$ cat src/rtl/tl_mtimer_pkg.sv
`default_nettype none
// ============================================================================
// Package  : tl_mtimer_pkg
// Desc     : Register map and control-register layout of the machine timer.
// Revision : 1.0 - initial release
// ============================================================================
package tl_mtimer_pkg;

    localparam int REG_ADDR_W  = 5;
    localparam int PRESC_W_MAX = 16;

    localparam logic [REG_ADDR_W-1:0] MTIME_LO_OFFSET    = 5'h00;
    localparam logic [REG_ADDR_W-1:0] MTIME_HI_OFFSET    = 5'h04;
    localparam logic [REG_ADDR_W-1:0] MTIMECMP_LO_OFFSET = 5'h08;
    localparam logic [REG_ADDR_W-1:0] MTIMECMP_HI_OFFSET = 5'h0C;
    localparam logic [REG_ADDR_W-1:0] CTRL_OFFSET        = 5'h10;
    localparam logic [REG_ADDR_W-1:0] STATUS_OFFSET      = 5'h14;

    typedef struct packed {
        logic [PRESC_W_MAX-1:0] presc;
        logic                   en;
    } ctrl_t;

endpackage
`default_nettype wire

$ cat src/rtl/tlul_pkg.sv
`default_nettype none
// ============================================================================
// Package  : tlul_pkg
// Desc     : Minimal TileLink-UL channel types and opcodes for 32-bit devices.
// Revision : 1.0 - initial release
// ============================================================================
package tlul_pkg;

    localparam logic [2:0] TL_PUT_FULL_DATA    = 3'h0;
    localparam logic [2:0] TL_PUT_PARTIAL_DATA = 3'h1;
    localparam logic [2:0] TL_GET              = 3'h4;
    localparam logic [2:0] TL_ACCESS_ACK       = 3'h0;
    localparam logic [2:0] TL_ACCESS_ACK_DATA  = 3'h1;

    typedef struct packed {
        logic        a_valid;
        logic [2:0]  a_opcode;
        logic [2:0]  a_param;
        logic [1:0]  a_size;
        logic [7:0]  a_source;
        logic [31:0] a_address;
        logic [3:0]  a_mask;
        logic [31:0] a_data;
        logic        d_ready;
    } tl_h2d_t;

    typedef struct packed {
        logic        d_valid;
        logic [2:0]  d_opcode;
        logic [2:0]  d_param;
        logic [1:0]  d_size;
        logic [7:0]  d_source;
        logic        d_sink;
        logic [31:0] d_data;
        logic        d_error;
        logic        a_ready;
    } tl_d2h_t;

endpackage
`default_nettype wire

$ cat src/rtl/tl_mtimer_core.sv
`default_nettype none
// ============================================================================
// Module   : tl_mtimer_core
// Desc     : Prescaled 64-bit mtime counter, mtimecmp and registered interrupt.
// Revision : 1.0 - initial release
// ============================================================================
module tl_mtimer_core
    import tl_mtimer_pkg::*;
#(
    parameter int PRESC_W   = 16,
    parameter int RST_PRESC = 0
) (
    input  logic                  clk,
    input  logic                  rst,
    input  logic                  i_wr_en,
    input  logic [REG_ADDR_W-1:0] i_wr_addr,
    input  logic [31:0]           i_wr_data,
    output ctrl_t                 o_ctrl,
    output logic [63:0]           o_mtime,
    output logic [63:0]           o_mtimecmp,
    output logic                  o_irq,
    output logic                  o_tick
);

    ctrl_t              r_ctrl;
    logic [PRESC_W-1:0] r_pcnt;
    logic [63:0]        r_mtime;
    logic [63:0]        r_mtimecmp;
    logic               r_irq;

    logic w_tick;
    logic w_we_mtime_lo;
    logic w_we_mtime_hi;
    logic w_we_cmp_lo;
    logic w_we_cmp_hi;
    logic w_we_ctrl;

    assign w_tick        = r_ctrl.en && (r_pcnt == r_ctrl.presc[PRESC_W-1:0]);
    assign w_we_mtime_lo = i_wr_en && (i_wr_addr == MTIME_LO_OFFSET);
    assign w_we_mtime_hi = i_wr_en && (i_wr_addr == MTIME_HI_OFFSET);
    assign w_we_cmp_lo   = i_wr_en && (i_wr_addr == MTIMECMP_LO_OFFSET);
    assign w_we_cmp_hi   = i_wr_en && (i_wr_addr == MTIMECMP_HI_OFFSET);
    assign w_we_ctrl     = i_wr_en && (i_wr_addr == CTRL_OFFSET);

    always_ff @(posedge clk or posedge rst) begin
        if (rst) begin
            r_ctrl.en    <= 1'b0;
            r_ctrl.presc <= PRESC_W_MAX'(RST_PRESC);
            r_pcnt       <= '0;
            r_mtime      <= '0;
            r_mtimecmp   <= '1;
            r_irq        <= 1'b0;
        end else begin
            if (w_we_ctrl) begin
                r_ctrl.en    <= i_wr_data[0];
                r_ctrl.presc <= PRESC_W_MAX'(i_wr_data[PRESC_W+15:16]);
                r_pcnt       <= '0;
            end else if (w_tick) begin
                r_pcnt <= '0;
            end else if (r_ctrl.en) begin
                r_pcnt <= r_pcnt + 1'b1;
            end

            // A software write to either half replaces the count; a coincident tick is lost.
            if (w_we_mtime_lo) begin
                r_mtime[31:0] <= i_wr_data;
            end else if (w_we_mtime_hi) begin
                r_mtime[63:32] <= i_wr_data;
            end else if (w_tick) begin
                r_mtime <= r_mtime + 64'd1;
            end

            if (w_we_cmp_lo) begin
                r_mtimecmp[31:0] <= i_wr_data;
            end
            if (w_we_cmp_hi) begin
                r_mtimecmp[63:32] <= i_wr_data;
            end

            r_irq <= (r_mtime >= r_mtimecmp);
        end
    end

    assign o_ctrl     = r_ctrl;
    assign o_mtime    = r_mtime;
    assign o_mtimecmp = r_mtimecmp;
    assign o_irq      = r_irq;
    assign o_tick     = w_tick;

endmodule
`default_nettype wire

$ cat src/rtl/tl_mtimer.sv
`default_nettype none
// ============================================================================
// Module   : tl_mtimer
// Desc     : TL-UL RISC-V machine timer: register decode, response and errors.
// Revision : 1.0 - initial release
// ============================================================================
module tl_mtimer
    import tl_mtimer_pkg::*;
#(
    parameter int PRESC_W   = 16,
    parameter int RST_PRESC = 0
) (
    input  logic              clk_i,
    input  logic              rst_i,
    input  tlul_pkg::tl_h2d_t tl_i,
    output tlul_pkg::tl_d2h_t tl_o,
    output logic              timer_irq_o,
    output logic              tick_o
);

    ctrl_t                 w_ctrl;
    logic [63:0]           w_mtime;
    logic [63:0]           w_mtimecmp;
    logic                  w_irq;
    logic [REG_ADDR_W-1:0] w_addr;
    logic                  w_is_get;
    logic                  w_is_put;
    logic                  w_err;
    logic                  w_a_ready;
    logic                  w_accept;
    logic                  w_wr_en;
    logic [31:0]           w_ctrl_word;
    logic [31:0]           w_rdata;
    logic [31:0]           w_wdata;
    logic                  w_unused;

    logic                  r_d_valid;
    logic [2:0]            r_d_opcode;
    logic [1:0]            r_d_size;
    logic [7:0]            r_d_source;
    logic [31:0]           r_d_data;
    logic                  r_d_error;

    assign w_addr    = tl_i.a_address[REG_ADDR_W-1:0];
    assign w_is_get  = (tl_i.a_opcode == tlul_pkg::TL_GET);
    assign w_is_put  = (tl_i.a_opcode == tlul_pkg::TL_PUT_FULL_DATA) ||
                       (tl_i.a_opcode == tlul_pkg::TL_PUT_PARTIAL_DATA);
    assign w_err     = !(w_is_get || w_is_put) || (tl_i.a_size != 2'd2) ||
                       (tl_i.a_address[1:0] != 2'b00) || (w_addr > STATUS_OFFSET);
    assign w_a_ready = !r_d_valid || tl_i.d_ready;
    assign w_accept  = tl_i.a_valid && w_a_ready;
    assign w_wr_en   = w_accept && w_is_put && !w_err;
    assign w_unused  = ^{tl_i.a_param, tl_i.a_address[31:REG_ADDR_W]};

    always_comb begin
        w_ctrl_word                 = '0;
        w_ctrl_word[0]              = w_ctrl.en;
        w_ctrl_word[PRESC_W+15:16]  = w_ctrl.presc[PRESC_W-1:0];
    end

    always_comb begin
        w_rdata = '0;
        case (w_addr)
            MTIME_LO_OFFSET:    w_rdata = w_mtime[31:0];
            MTIME_HI_OFFSET:    w_rdata = w_mtime[63:32];
            MTIMECMP_LO_OFFSET: w_rdata = w_mtimecmp[31:0];
            MTIMECMP_HI_OFFSET: w_rdata = w_mtimecmp[63:32];
            CTRL_OFFSET:        w_rdata = w_ctrl_word;
            STATUS_OFFSET:      w_rdata = {31'b0, w_irq};
            default:            w_rdata = '0;
        endcase
    end

    // Byte-masked merge onto the current contents covers both Put flavours.
    always_comb begin
        w_wdata = w_rdata;
        for (int b = 0; b < 4; b++) begin
            if (tl_i.a_mask[b]) begin
                w_wdata[8*b +: 8] = tl_i.a_data[8*b +: 8];
            end
        end
    end

    tl_mtimer_core #(
        .PRESC_W   (PRESC_W),
        .RST_PRESC (RST_PRESC)
    ) u_core (
        .clk        (clk_i),
        .rst        (rst_i),
        .i_wr_en    (w_wr_en),
        .i_wr_addr  (w_addr),
        .i_wr_data  (w_wdata),
        .o_ctrl     (w_ctrl),
        .o_mtime    (w_mtime),
        .o_mtimecmp (w_mtimecmp),
        .o_irq      (w_irq),
        .o_tick     (tick_o)
    );

    always_ff @(posedge clk_i or posedge rst_i) begin
        if (rst_i) begin
            r_d_valid  <= 1'b0;
            r_d_opcode <= '0;
            r_d_size   <= '0;
            r_d_source <= '0;
            r_d_data   <= '0;
            r_d_error  <= 1'b0;
        end else if (w_accept) begin
            r_d_valid  <= 1'b1;
            r_d_opcode <= w_is_get ? tlul_pkg::TL_ACCESS_ACK_DATA : tlul_pkg::TL_ACCESS_ACK;
            r_d_size   <= tl_i.a_size;
            r_d_source <= tl_i.a_source;
            r_d_data   <= (w_is_get && !w_err) ? w_rdata : 32'h0;
            r_d_error  <= w_err;
        end else if (tl_i.d_ready) begin
            r_d_valid  <= 1'b0;
        end
    end

    always_comb begin
        tl_o          = '0;
        tl_o.d_valid  = r_d_valid;
        tl_o.d_opcode = r_d_opcode;
        tl_o.d_size   = r_d_size;
        tl_o.d_source = r_d_source;
        tl_o.d_data   = r_d_data;
        tl_o.d_error  = r_d_error;
        tl_o.a_ready  = w_a_ready;
    end

    assign timer_irq_o = w_irq;

endmodule
`default_nettype wire

$ cat config.mk
export PLATFORM = sky130hd
export DESIGN_NAME = tl_mtimer
export DESIGN_NICKNAME = d
export VERILOG_FILES = /design/src/rtl/tl_mtimer_pkg.sv /design/src/rtl/tlul_pkg.sv /design/src/rtl/tl_mtimer_core.sv /design/src/rtl/tl_mtimer.sv
export SDC_FILE = /design/constraint.sdc
export NUM_CORES = 1
export LEC_CHECK = 0
export CAP_MARGIN = 20
export CORE_MARGIN = 5
export CORE_UTILIZATION = 36
export DETAILED_ROUTE_END_ITERATION = 12
export PLACE_DENSITY = 0.65
export SLEW_MARGIN = 0
export SYNTH_ARGS = -nofsm -noshare
export SYNTH_HDL_FRONTEND = slang
export SYNTH_SLANG_ARGS = --single-unit
$ cat constraint.sdc
create_clock -name clk_i -period 9.5 [get_ports clk_i]
set_input_delay 1.9 -clock clk_i [delete_from_list [all_inputs] [get_ports clk_i]]
set_output_delay 1.9 -clock clk_i [all_outputs]
set_load 0.005 [all_outputs]
==> summary.txt <==
Synth Flop Type - dfrtp_1
Peak supply drop - 0.09964 mV
Initial drt markers - 1256
Max Cap Viol - 0
Busiest metal layer after global routing - met2
Dominant cells by area after synthesis - dfrtp_1 (27%), dfstp_2 (13%), ha_1 (6.2%)
CTS Sinks - 207
Layout cells sized above 1 - 12.78%
GR Util met1 - 28.08%
Status - complete, no violations
Fmax - 0.1976 GHz
Vias in the first global route - 11790
Clk_lat worst skew - 540 ps
Met2 GRT Util - 33.84%
Sequential share of the synthesized area - 39.49%
Drt wl/cell - 21.71 µm
Switching share of power - 24.83%
Pwr dens - 131.8 mW/mm²
First-pass GRT wire length - 68690 µm
Clk root buf - clkbuf_16
Clock transition at the registers of the reported paths - 60 ps
Largest net degree at the start of global routing - 135
Final Hold Fails - 0
Switch Pwr - 509.7 µW
Antenna-violating nets left - 0
Initial antenna violation count - 0
Setup_tns - 0 ps
Clk pwr share - 47.5%
Sequential power share - 44.5%
Core ar. - 0.03661 mm²
TritonCTS buffer count - 25
Final net count - 1715
Total grt overflow - 0
# diodes - 0
Via density per instance - 5.949
Area leader, netlist - dfrtp_1
Final Max Tran Viols - 0
Area Growth Syn to Fin - 16.89%
Fraction of registers with async set/reset - 100.0%
Worst Setup Start Kind - input pin
Max FO, Critical Path - 29
Max_slew headroom - 20.20%
Via count - 12180
CTS Buffer Depth - 3
DPL Wire Length - 31810 µm
Commonest non-fill, non-tap cells in the layout - nand2_1 (213), o21ai_0 (150), dfrtp_1 (143)
Total global-route track usage - 21.00%
Postcts setup bufs - 0
DIE AREA - 0.04095 mm²
Gate power share - 8.0%
RSZ-0062 raised after global routing - false
IO Pins - 142
Post-Place Setup Slack - 3985 ps
Synth top area share - 26.86%
Yosys reg bits - 207
Hold-fix buffers, CTS - 0
Critical path class - in2reg
Cell variety after synth - 82
Internal - 1.543 mW
Syn_area_per_cell - 8.886 µm²
Initial Util - 36.38%
DIE HEIGHT - 202.4 µm
Detailed Routing Iterations Pass 1 - 5
P_leak - 6.359 nW
Total power - 2.053 mW
Post-synth EDFFs - 0
Routed WL - 44460 µm
Crit. End Element - flop
Max H-tree Level - 1
Port buffer count - 105
Cell count after synthesis - 1499
Row Count - 70
Final setup vio count - 0
Worst Setup Slack, final - 4440 ps
Fin crit period - 5060 ps
Number of remaining DRC errors - 0
Final period util - 53.26%
Worst Path Required - 9950 ps
Crit path DAT - 5510 ps
Met3 Use GR - 4.011%
Hold Path Class - reg2reg
Die extent in x - 202.4 µm
Most common cell after layout, fill and taps aside - nand2_1
CTS tree - built
GP Congestion - 0.9253
Worst-Margin Slew - 1167 ps
Syn Std Cell Area - 0.01332 mm²
Post-CTS Resized - 0
Clock skew - 10.00 ps
Yosys Warn Count - 0
## flip-flops by register name (all words and copies together) (netlist names)
name / flops
r_d_data: 32
r_d_error: 1
r_d_opcode: 1
r_d_size: 2
r_d_source: 8
r_d_valid: 1
u_core.o_ctrl: 17
u_core.o_irq: 1
u_core.o_mtime: 64
u_core.o_mtimecmp: 64
u_core.r_pcnt: 16
## cell families after synthesis
group / count (synthesis) / synth area share (%)
AO/OA/AOI/OAI: 355 / 16.91
XOR/XNOR: 37 / 2.433
flip-flops: 207 / 39.49
multiplexers: 70 / 7.073
buffers and inverters: 177 / 5.392
adder cells (fa/ha/maj): 66 / 6.199
AND/OR/NAND/NOR: 586 / 22.48
other: 1 / 0.02815
## cell usage after synthesis, types with 6 or more instances
cell,number
buf_4,10
mux2_2,23
nand4_1,51
xnor2_1,26
nand2b_1,8
nor2_1,80
clkbuf_1,73
mux4_2,17
a211oi_1,7
buf_2,12
and3_1,21
mux2i_1,30
dfrtp_1,143
o31ai_1,10
and2_1,13
or4_1,16
dfstp_2,64
inv_1,80
nand2_1,214
nor3_1,26
nand3_1,53
xor2_1,11
a21oi_1,57
o21ai_0,150
nor2b_1,8
o211ai_1,18
a22o_1,9
and4_1,14
or3_1,18
nand3b_1,10
a21o_1,7
ha_1,66
a31oi_1,14
or2_2,7
o2bb2ai_1,8
a221o_1,7
a311oi_1,6
o31a_1,7
nor4_1,21
## power by group through the flow
stage	sequential, mW	combinational, mW	clock (mW)
CTS	0.914	0.166	0.992
global placement	0.928	0.165	0
finish	0.914	0.164	0.974
detailed placement	0.929	0.165	0
floorplan	0.925	0.0927	0
global route	0.916	0.181	1.03
## path summary, 6_finish.rpt
check                                       from            endpoint  slack, ps  cells after the start
setup / recovery                        tl_i[40]  u_core.o_mtime[30]       4440                      8
hold / removal                      r_d_data[12]        r_d_data[12]        480                      2
setup reg to reg           u_core.o_mtimecmp[13]        u_core.o_irq       6170                      8
hold reg to reg                     r_d_data[12]        r_d_data[12]        480                      2
max in group asynchronous                  rst_i  u_core.o_mtime[27]       5940                      3
min in group asynchronous                  rst_i         r_d_data[1]       1960                      2
## critical path: stages
cell and delay (ps):
buf_2 540, buf_4 510, inv_1 160, nor3_2 890
a22oi_1 330, a31oi_1 820, a21oi_1 140, a211oi_1 210
## routing by layer
metal | up-vias | wire [µm]
met5 | - | 0
met4 | 0 | 1598
li1 | 5597 | -
met3 | 105 | 3773
met2 | 538 | 20800
met1 | 5943 | 18290
## metrics by stage
stage,instances,hold slack [ps],utilization [%],cell area (µm²)
2_1_floorplan,1504,462.7,-,13340
3_3_place_gp,2002,461.2,40.27,14740
3_5_place_dp,2002,469.2,40.27,14740
4_1_cts,2048,482.5,42.53,15570
5_1_grt,2048,499.9,42.53,15570
6_report,2048,476.5,42.53,15570
## layout make-up
type | instances | area [µm²]
clock buffers | 37 | 750.7
multi-input cells | 1120 | 7383
clock inverters | 9 | 76.32
fillers | 3583 | 21040
inverters | 80 | 307.8
flip-flops and latches | 207 | 5260
repair buffers | 127 | 1206
well taps | 468 | 585.6
(Power assumes the default switching activity.)
==> variant, RTL diff (config.mk and constraints unchanged) <==
Put a register stage on the output `timer_irq_o`. The value now appears one clock later. The other outputs are not delayed to match.
--- a/src/rtl/tl_mtimer.sv
+++ b/src/rtl/tl_mtimer.sv
@@ -128,7 +128,9 @@
         tl_o.a_ready  = w_a_ready;
     end
 
-    assign timer_irq_o = w_irq;
+    always_ff @(posedge clk_i) begin
+        timer_irq_o <= w_irq;
+    end
 
 endmodule
 `default_nettype wire
Formal check against the unedited RTL: not equivalent (Yosys sat finds a counterexample within 4 cycles, from zero or initial values and one cycle with rst_i high).
==> variant against the original RTL <==
Area after synthesis increased by 0.15%; wire length increased by 2.6%; total power decreased by 0.38%; sequential power up 0.4%; worst setup slack improved by 45 ps; cell area hardly changed; sequential share of layout area rose by 0.10 points; first-iteration DRC count increased by 5.0%; sequential cell count rose by 1; critical path depth is 5 lower; global-route usage grew 0.74 points; critical path type is now primary input to output pin; largest power group unchanged; highest routed layer unchanged.
==> variant: results (changes against the original RTL) <==
STA
The final sum of negative setup slack came to 0 ps (unchanged). The transition time at the pin with the least slew margin is 1207 ps (+40.49 ps). The worst clock skew on the final layout is 29.64 ps (+19.63 ps).

Hold path
The path type of the worst min-delay path is flop to flop.

Power
The peak supply drop is 82.79 µV (-17%). The power in sequential cells is 918 µW (+0.4%). The combinational cell fraction of total power is 8.2% (+0.2 points). The switching share of power came to 24.51% (-0.32 points). The cell leakage power was 6.359 nW (about the same).

GRT
The overall fraction of global-route tracks in use is 21.74% (+0.74 points). The number of antenna violations at the first check in global routing is 0 (unchanged). The first-pass GRT wire length is 71080 µm (+3.5%). The pin count of the biggest net entering global routing is 102 (-24%).

The via count of the first global-routing pass is 11.98k (+1.6%).

Place
The final weighted congestion in routability-driven placement came to 0.9437 (+2.0%). The total half-perimeter wirelength after legalization and detailed placement is 32970 µm (+3.7%).

Clocking
In this run the clock root is driven by a sky130_fd_sc_hd__clkbuf_16. The maximum clock path buffer count came to 3 (unchanged). The total CTS buffers is 24 (-4.0%). The later pin in the worst-skew pair is clocked with a latency of 550 ps. The number of buffers inserted to repair setup after CTS was 0 (unchanged). The deepest level of the CTS H-tree is 1 (unchanged). The register clock-pin slew on the reported worst setup and hold paths is 60 ps (about the same).

Worst setup path
The signal arrival time at the worst endpoint came to 3110 ps (-2400 ps). The cell with the biggest individual delay on the critical path is sky130_fd_sc_hd__clkdlybuf4s50_1. The top cell family by delay on the critical path is buffers and inverters. The maximum fanout encountered on the critical timing path is 6 (-79%). The delay of the slowest critical-path stage is 550 ps (-340 ps).

Synth
The sequential area share after synthesis is 39.58% (+0.091 points). The number of library cell types mapped by synthesis is 83 (+1.2%). For this run, the leading register cell type out of synthesis is sky130_fd_sc_hd__dfrtp_1. The proportion of register bits with asynchronous set or reset after synthesis is 99.52% (-0.48 points). By area the synthesized netlist is led by sky130_fd_sc_hd__dfrtp_1, sky130_fd_sc_hd__dfstp_2, sky130_fd_sc_hd__ha_1.

The number of enable flip-flop cells after synthesis is 0 (unchanged).

Final layout
The fill cell total of the finished layout is 3543 (-1.1%). The net count reported at finish is 1717 (+0.12%). The fraction of final layout cells with drive strength greater than 1 is 12.52% (-0.26 points).

Outcome
The run finished with clean final reports.

Routing
The DRC violation total after the first TritonRoute iteration is 1319 (+5.0%). The number of optimization iterations in the first detailed-route pass is 6 (+1). The average routed wire per standard cell is 22.27 µm (+2.6%). The number of vias per cell after detailed routing came to 5.957 (+0.14%).
## variant: cell types whose count changed after synthesis, sizes merged
cell	change
dfxtp	+1
## variant: through the flow
| step | setup WS (ps) | area [µm²] | hold slack, ps | utilization, % | std cells |
|---|---|---|---|---|---|
| 6_report | 4486 | 15580 | 476.8 | 42.56 | 2049 |
| 3_3_place_gp | 4152 | 14780 | 464.8 | 40.37 | 2005 |
| 3_5_place_dp | 4058 | 14780 | 469.3 | 40.37 | 2005 |
| 2_1_floorplan | 2053 | 13360 | 346.9 | - | 1505 |
| 5_1_grt | 4384 | 15580 | 473.9 | 42.56 | 2049 |
| 4_1_cts | 4490 | 15580 | 460.7 | 42.56 | 2049 |
## variant: logic make-up (layout without fill, tap and decap cells)
logic type	Yosys count	count (layout)	share of synthesized area, %
other cells	1	6	0.02811
compound gates	355	355	16.88
mux	70	70	7.063
fa+ha+maj	66	66	6.190
xor+xnor	37	37	2.429
flops	208	208	39.58
simple gates	586	586	22.44
buf+inv	177	253	5.384
## variant: path summary, 6_finish.rpt
path                                            start          endpoint  slack [ps]  cells past startpoint
worst max register to register  u_core.o_mtimecmp[15]      u_core.o_irq        6100                      8
worst min-delay path                      r_d_data[6]       r_d_data[6]         480                      2
max in group asynchronous                       rst_i  u_core.r_pcnt[6]        6350                      3
worst min register to register            r_d_data[6]       r_d_data[6]         480                      2
worst max-delay path                          tl_i[0]           tl_o[0]        4490                      3
min in group asynchronous                       rst_i       r_d_data[3]        1920                      2
## variant: layer usage
layer / vias to the layer above / GRT usage (%) / wire length, µm
met5: - / 0 / 0
met3: 105 / 3.019 / 3203
met2: 493 / 35.71 / 21530
met1: 6007 / 29.50 / 19060
met4: 0 / 7.856 / 1835
li1: 5601 / - / -
## variant: cell type report
class | instances | area (µm²) | share of cell area [%]
multi-input cells | 1120 | 7383 | 47.38
flip-flops and latches | 208 | 5280 | 33.88
repair buffers | 129 | 1221 | 7.837
clock buffers | 38 | 713.2 | 4.577
well taps | 468 | 585.6 | 3.758
inverters | 80 | 307.8 | 1.975
clock inverters | 6 | 91.34 | 0.5862
## variant: worst reg2reg max path, cell delays in order, from the launching register on
cell                        delay (ps)
sky130_fd_sc_hd__dfstp_2           540
sky130_fd_sc_hd__inv_1              60
sky130_fd_sc_hd__ha_1              290
sky130_fd_sc_hd__nand4_1           200
sky130_fd_sc_hd__or4_1             640
sky130_fd_sc_hd__a221o_1           350
sky130_fd_sc_hd__o2111ai_1         160
sky130_fd_sc_hd__a21oi_1           130
sky130_fd_sc_hd__o41ai_1           830
